[config.mk]
export PLATFORM = sky130hd
export DESIGN_NAME = adc_capture_multi_flat
export DESIGN_NICKNAME = d
export VERILOG_FILES = /design/src/rtl/adc_capture_multi_if.sv /design/src/rtl/adc_capture_multi.sv /design/src/flat_wrapper.sv
export SDC_FILE = /design/constraint.sdc
export NUM_CORES = 1
export LEC_CHECK = 0
export CAP_MARGIN = 40
export CORE_ASPECT_RATIO = 0.7
export CORE_MARGIN = 5
export CORE_UTILIZATION = 35
export CTS_CLUSTER_DIAMETER = 120
export DETAILED_ROUTE_END_ITERATION = 10
export GPL_TIMING_DRIVEN = 0
export SYNTH_ARGS = -nofsm -noshare
export SYNTH_HDL_FRONTEND = slang
export SYNTH_SLANG_ARGS = --single-unit
[constraint.sdc]
create_clock -name clk -period 3.1 [get_ports clk]
set_input_delay 0.62 -clock clk [delete_from_list [all_inputs] [get_ports clk]]
set_output_delay 0.62 -clock clk [all_outputs]
set_load 0.01 [all_outputs]
[src/rtl/adc_capture_multi_if.sv]
// rtl/adc_capture_multi_if.sv - control, sample and status bundle for the N-channel ADC capture block
interface adc_capture_multi_if #(
   parameter int NUM_CH       = 2,
   parameter int DATA_W       = 10,
   parameter int MAX_DEC_LOG2 = 4
);
   localparam int DW = $clog2(MAX_DEC_LOG2 + 1);

   logic                       enable;
   logic [DW-1:0]              dec_log2;
   logic                       fmt_signed;
   logic                       ovr_clear;
   logic [NUM_CH*DATA_W-1:0]   adc_in;
   logic [NUM_CH-1:0]          adc_clk_out;
   logic [NUM_CH*DATA_W-1:0]   data_out;
   logic                       data_valid;
   logic [NUM_CH-1:0]          ovr_flag;

   modport master (
      output enable, dec_log2, fmt_signed, ovr_clear, adc_in,
      input  adc_clk_out, data_out, data_valid, ovr_flag
   );

   modport slave (
      input  enable, dec_log2, fmt_signed, ovr_clear, adc_in,
      output adc_clk_out, data_out, data_valid, ovr_flag
   );
endinterface

[src/rtl/adc_capture_multi.sv]
// rtl/adc_capture_multi.sv - N-channel ADC capture with format conversion, boxcar decimation and over-range flags
module adc_capture_multi #(
   parameter int NUM_CH       = 2,
   parameter int DATA_W       = 10,
   parameter int MAX_DEC_LOG2 = 4
) (
   input logic                clk,
   input logic                rst_n,
   adc_capture_multi_if.slave bus
);
   localparam int DW = $clog2(MAX_DEC_LOG2 + 1);
   localparam int CW = (MAX_DEC_LOG2 < 1) ? 1 : MAX_DEC_LOG2;
   localparam int AW = DATA_W + MAX_DEC_LOG2;
   localparam int BW = NUM_CH * DATA_W;

   logic [BW-1:0]     r_d1;
   logic [BW-1:0]     r_d2;
   logic [AW-1:0]     r_acc [NUM_CH];
   logic [CW-1:0]     r_cnt;
   logic [DW-1:0]     r_n_l;
   logic              r_fmt_l;
   logic [BW-1:0]     r_data_out;
   logic              r_data_valid;
   logic [NUM_CH-1:0] r_ovr;

   logic [DW-1:0]     w_n_clamped;
   logic [CW:0]       w_blk_len;
   logic              w_blk_end;
   logic [AW-1:0]     w_sum [NUM_CH];
   logic [BW-1:0]     w_avg;
   logic [NUM_CH-1:0] w_ovr_hit;

   assign w_n_clamped = (bus.dec_log2 > DW'(MAX_DEC_LOG2)) ? DW'(MAX_DEC_LOG2) : bus.dec_log2;
   assign w_blk_len   = (CW+1)'(1) << r_n_l;
   assign w_blk_end   = ({1'b0, r_cnt} == (w_blk_len - 1'b1));

   genvar ch;
   generate
      for (ch = 0; ch < NUM_CH; ch++) begin : g_ch
         logic [DATA_W-1:0] w_raw;
         logic [DATA_W-1:0] w_conv;
         logic [AW-1:0]     w_ext;

         assign w_raw  = r_d2[ch*DATA_W +: DATA_W];
         // Offset-binary to two's complement is just an MSB flip.
         assign w_conv = {w_raw[DATA_W-1] ^ r_fmt_l, w_raw[DATA_W-2:0]};
         assign w_ext  = r_fmt_l ? AW'($signed(w_conv)) : AW'(w_conv);
         assign w_sum[ch] = r_acc[ch] + w_ext;
         // Shifting the full-width sum gives floor division in both formats.
         assign w_avg[ch*DATA_W +: DATA_W] = r_fmt_l ? DATA_W'($signed(w_sum[ch]) >>> r_n_l)
                                                     : DATA_W'(w_sum[ch] >> r_n_l);
         // Rails are judged on the raw code, before any format conversion.
         assign w_ovr_hit[ch] = bus.enable && ((&w_raw) || (~|w_raw));
      end
   endgenerate

   // Free-running two-stage input register, independent of enable.
   always_ff @(posedge clk or negedge rst_n) begin
      if (!rst_n) begin
         r_d1 <= '0;
         r_d2 <= '0;
      end else begin
         r_d1 <= bus.adc_in;
         r_d2 <= r_d1;
      end
   end

   // Config is only sampled while idle so a running capture sees fixed settings.
   always_ff @(posedge clk or negedge rst_n) begin
      if (!rst_n) begin
         r_n_l   <= '0;
         r_fmt_l <= 1'b0;
      end else if (!bus.enable) begin
         r_n_l   <= w_n_clamped;
         r_fmt_l <= bus.fmt_signed;
      end
   end

   // Accumulate-and-dump per block; dropping enable discards a partial block but keeps data_out.
   always_ff @(posedge clk or negedge rst_n) begin
      if (!rst_n) begin
         for (int i = 0; i < NUM_CH; i++) r_acc[i] <= '0;
         r_cnt        <= '0;
         r_data_out   <= '0;
         r_data_valid <= 1'b0;
      end else if (!bus.enable) begin
         for (int i = 0; i < NUM_CH; i++) r_acc[i] <= '0;
         r_cnt        <= '0;
         r_data_valid <= 1'b0;
      end else if (w_blk_end) begin
         for (int i = 0; i < NUM_CH; i++) r_acc[i] <= '0;
         r_cnt        <= '0;
         r_data_out   <= w_avg;
         r_data_valid <= 1'b1;
      end else begin
         for (int i = 0; i < NUM_CH; i++) r_acc[i] <= w_sum[i];
         r_cnt        <= r_cnt + 1'b1;
         r_data_valid <= 1'b0;
      end
   end

   // Sticky over-range flags; a fresh hit outranks a clear on the same edge.
   always_ff @(posedge clk or negedge rst_n) begin
      if (!rst_n) begin
         r_ovr <= '0;
      end else begin
         r_ovr <= (bus.ovr_clear ? '0 : r_ovr) | w_ovr_hit;
      end
   end

   assign bus.adc_clk_out = {NUM_CH{clk}};
   assign bus.data_out    = r_data_out;
   assign bus.data_valid  = r_data_valid;
   assign bus.ovr_flag    = r_ovr;
endmodule

[src/flat_wrapper.sv]
// flat-port wrapper written by rule: the top's interface ports become plain ports
module adc_capture_multi_flat 
#(
   parameter int NUM_CH       = 2,
   parameter int DATA_W       = 10,
   parameter int MAX_DEC_LOG2 = 4
)
  (clk, rst_n, bus_enable, bus_dec_log2, bus_fmt_signed, bus_ovr_clear, bus_adc_in, bus_adc_clk_out, bus_data_out, bus_data_valid, bus_ovr_flag);
  adc_capture_multi_if #(.NUM_CH(NUM_CH), .DATA_W(DATA_W), .MAX_DEC_LOG2(MAX_DEC_LOG2)) bus_i ();
  input logic clk;
  input logic rst_n;
  input wire logic [$bits(bus_i.enable)-1:0] bus_enable;
  input wire logic [$bits(bus_i.dec_log2)-1:0] bus_dec_log2;
  input wire logic [$bits(bus_i.fmt_signed)-1:0] bus_fmt_signed;
  input wire logic [$bits(bus_i.ovr_clear)-1:0] bus_ovr_clear;
  input wire logic [$bits(bus_i.adc_in)-1:0] bus_adc_in;
  output wire logic [$bits(bus_i.adc_clk_out)-1:0] bus_adc_clk_out;
  output wire logic [$bits(bus_i.data_out)-1:0] bus_data_out;
  output wire logic [$bits(bus_i.data_valid)-1:0] bus_data_valid;
  output wire logic [$bits(bus_i.ovr_flag)-1:0] bus_ovr_flag;
  assign bus_i.enable = bus_enable;
  assign bus_i.dec_log2 = bus_dec_log2;
  assign bus_i.fmt_signed = bus_fmt_signed;
  assign bus_i.ovr_clear = bus_ovr_clear;
  assign bus_i.adc_in = bus_adc_in;
  assign bus_adc_clk_out = bus_i.adc_clk_out;
  assign bus_data_out = bus_i.data_out;
  assign bus_data_valid = bus_i.data_valid;
  assign bus_ovr_flag = bus_i.ovr_flag;
  adc_capture_multi #(.NUM_CH(NUM_CH), .DATA_W(DATA_W), .MAX_DEC_LOG2(MAX_DEC_LOG2)) u_core (.clk(clk), .rst_n(rst_n), .bus(bus_i));
endmodule
==> metrics.yaml <==
use_met3_pct: 5.50
critPathMaxStageDelay_ns: 0.49
cts_tree: "done"
power.density_nw_per_um2: 904
met2_usage_pct: 24.6
fillers: 1611
grt.busiest_layer: "met1"
rows: 39
finalSetupViolCount: 0
ys.flop_type: "dfrtp_1"
dr.pass1.iters: 5
crit_slowest_cell: "dfrtp_2"
synth_edf_count: 0
switching_share_pct: 41.7
drive_above_1_share_pct: 13.4
synth.distinct_cells: 73
nets: 758
antenna_left: 0
fin_area_um2: 7340
peakVddDrop_mv: 0.555
synth-seq-cells: 99
cp_max_fo: 6
path_buf_inv: 1
finClkSkew_ns: 0.0173
finalCriticalPeriod_ns: 3.07
port_buffers: 51
p_switching_mw: 2.77
p_total_mw: 6.63
synthArstFlopShare_pct: 100
critical_path_arrival_ns: 3.42
clkTransAtPathRegs_ns: 0.07
grt_use_met1_pct: 28.6
pwr-share-comb_pct: 51.3
p_seq_share_pct: 26.5
critPathLaunchType: "flop"
drt_iter0_markers: 410
grt_pass1_vias: 5128
max_cap_viol_count: 0
drc: 0
drt_wl_total_um: 17900
fmax_ghz: 0.326
via_per_inst: 5.64
path_class: "reg -> reg"
start_util_pct: 35.9
dpl.cell_count: 906
instances_no_fill: 929
end_kind: "flop"
die_x_um: 165
hold_viol_final: 0
synth_area_um2: 5890
synth_warnings: 0
place_hpwl_um: 13000
synth.most_common_cell: "dfrtp_1"
cp_cell_sequence: "buf_4, ha_1, xor2_2, nand3_1, a211o_1, o211ai_2, or3b_4, nor3_2, nor3_1, a221o_1"
wire_per_inst_um: 19.3
dieHeight_um: 119
areaGrowthSynthToFinish_pct: 24.6
synthTopCellsByArea: "dfrtp_1 42%, ha_1 5.9%, a21oi_1 3.9%, nor2_1 3.3%, nand2_1 3.2%"
syn-num-nets: 687
relSlewSlack_pct: 56.9
final_util_pct: 44.7
worstMarginPinSlew_ns: 0.647
regArea_um2: 2480
core_um2: 16400
grt_pass1_wl_um: 28300
crit_required_ns: 3.45
multi_input_area_um2: 3330
hold_class: "in -> async"
grt_start_max_net_pins: 55
status: "finished clean"
grt_setup_unrepaired: "true"
synth_top_cell_area_share_pct: 42.1
dpl-instance-area_um2: 6710
p_clk_share_pct: 22.2
syn_area_per_cell_um2: 9.36
overflow: 0
grt_usage_pct: 18.6
critPathTopFamily: "simple AND/OR/NAND/NOR gates"
drv_slew: 0
antenna_found_initial: 0
diodes: 0
synth_top_cell_by_area: "dfrtp_1"
period_share_pct: 99.0
yosysSeqAreaShare_pct: 42.1
dieArea_um2: 19600
pin_count: 53
intPower_mw: 3.86
insertion_delay_ns: 0.47
vias: 5242
place_congestion: 0.897
synth_cells: 629
synthTopCellsByCount: "99 x dfrtp_1, 51 x nor2_1, 50 x nand2_1"
p_leak_nw: 3.25
-- metal layers --
metal	routed length [µm]	share of wire, %	vias to the layer above
li1	-	-	2440
met1	8920	50	2545
met2	7190	40	225
met3	1500	8.4	32
met4	321	1.8	0
met5	0	0	-
-- worst reg2reg max path, stage by stage, from the launching register on --
cell and delay (ns):
dfrtp_2 0.49, buf_4 0.17, ha_1 0.28, xor2_2 0.27, nand3_1 0.22, a211o_1 0.37, o211ai_2 0.06, or3b_4 0.43
nor3_2 0.23, nor3_1 0.10, a221o_1 0.33
-- flip-flops by register name, summed over array words and instances (netlist names) --
signal	count
u_core.r_acc	28
u_core.r_n_l	3
u_core.r_d2	20
u_core.r_cnt	4
u_core.bus.data_out	20
u_core.bus.ovr_flag	2
u_core.r_fmt_l	1
u_core.bus.data_valid	1
u_core.r_d1	20
-- stage by stage --
step / setup WS (ns) / hold WS [ns] / setup TNS, ns
floorplan: 0.0369 / 0.324 / 0
global placement: -2.27 / 0.334 / -253.26
detailed placement: -0.992 / 0.335 / -34.75
CTS: 0.00152 / 0.161 / 0
global route: -0.0459 / 0.206 / -0.0912
finish: 0.0296 / 0.147 / 0
-- layout make-up --
cell class	count	area share, %
Tap cell	225	3.84
Inverter	25	1.36
Multi-Input combinational cell	470	45.4
Timing Repair Buffer	58	7.85
Clock buffer	15	4.71
Sequential cell	99	33.8
Buffer	31	2.20
Clock inverter	6	0.785
-- final timing paths --
path                                       from                endpoint  slack [ns]  cells after the start
max in group asynchronous                 rst_n        u_core.r_acc[26]        2.27                      2
min in group clk                u_core.r_d1[16]         u_core.r_d2[16]        0.34                      0
worst max-delay path             u_core.r_fmt_l  u_core.bus.data_out[4]        0.03                     10
worst max register to register   u_core.r_fmt_l  u_core.bus.data_out[4]        0.03                     10
worst min-delay path                      rst_n         u_core.r_d1[12]        0.15                      1
worst min register to register  u_core.r_d1[16]         u_core.r_d2[16]        0.34                      0
-- timing repair --
| item | in CTS | in global routing |
|---|---|---|
| endpoints found under the setup margin | 53 | 29 |
| pin swaps | 1 | 5 |
| setup buffers | 2 | 6 |
| resized for setup | 23 | 31 |
| hold buffers | 0 | 0 |
| gates cloned | 0 | 0 |
-- placed cells by master, fill, tap and decap left out, types with 14 or more instances in the layout --
master and instances:
nor2b_1 18, nand2_1 49, dfrtp_1 96, a21o_1 14, o21ai_0 21, nand3_1 18
clkdlybuf4s50_1 50, a21oi_1 41, inv_1 22, nor2_1 47, ha_1 27, nor3_1 18
-- power by group through the flow --
stage	logic, mW	registers (mW)	clock network [mW]
after floorplan	2.14	1.77	0.0532
after global placement	3.01	1.77	0.101
after detailed placement	3.08	1.78	0.101
after CTS	3.14	1.76	1.51
after global routing	3.70	1.79	1.57
final	3.40	1.76	1.47
-- cell families after synthesis --
logic type      after synthesis  share of synthesized area [%]
flops                        99                           42.1
mux                          20                           3.93
compound gates              169                           19.5
fa+ha+maj                    30                           6.63
xor+xnor                     27                           4.14
buf+inv                      60                           4.10
simple gates                224                           19.6
Power figures use the tool's default switching activity.
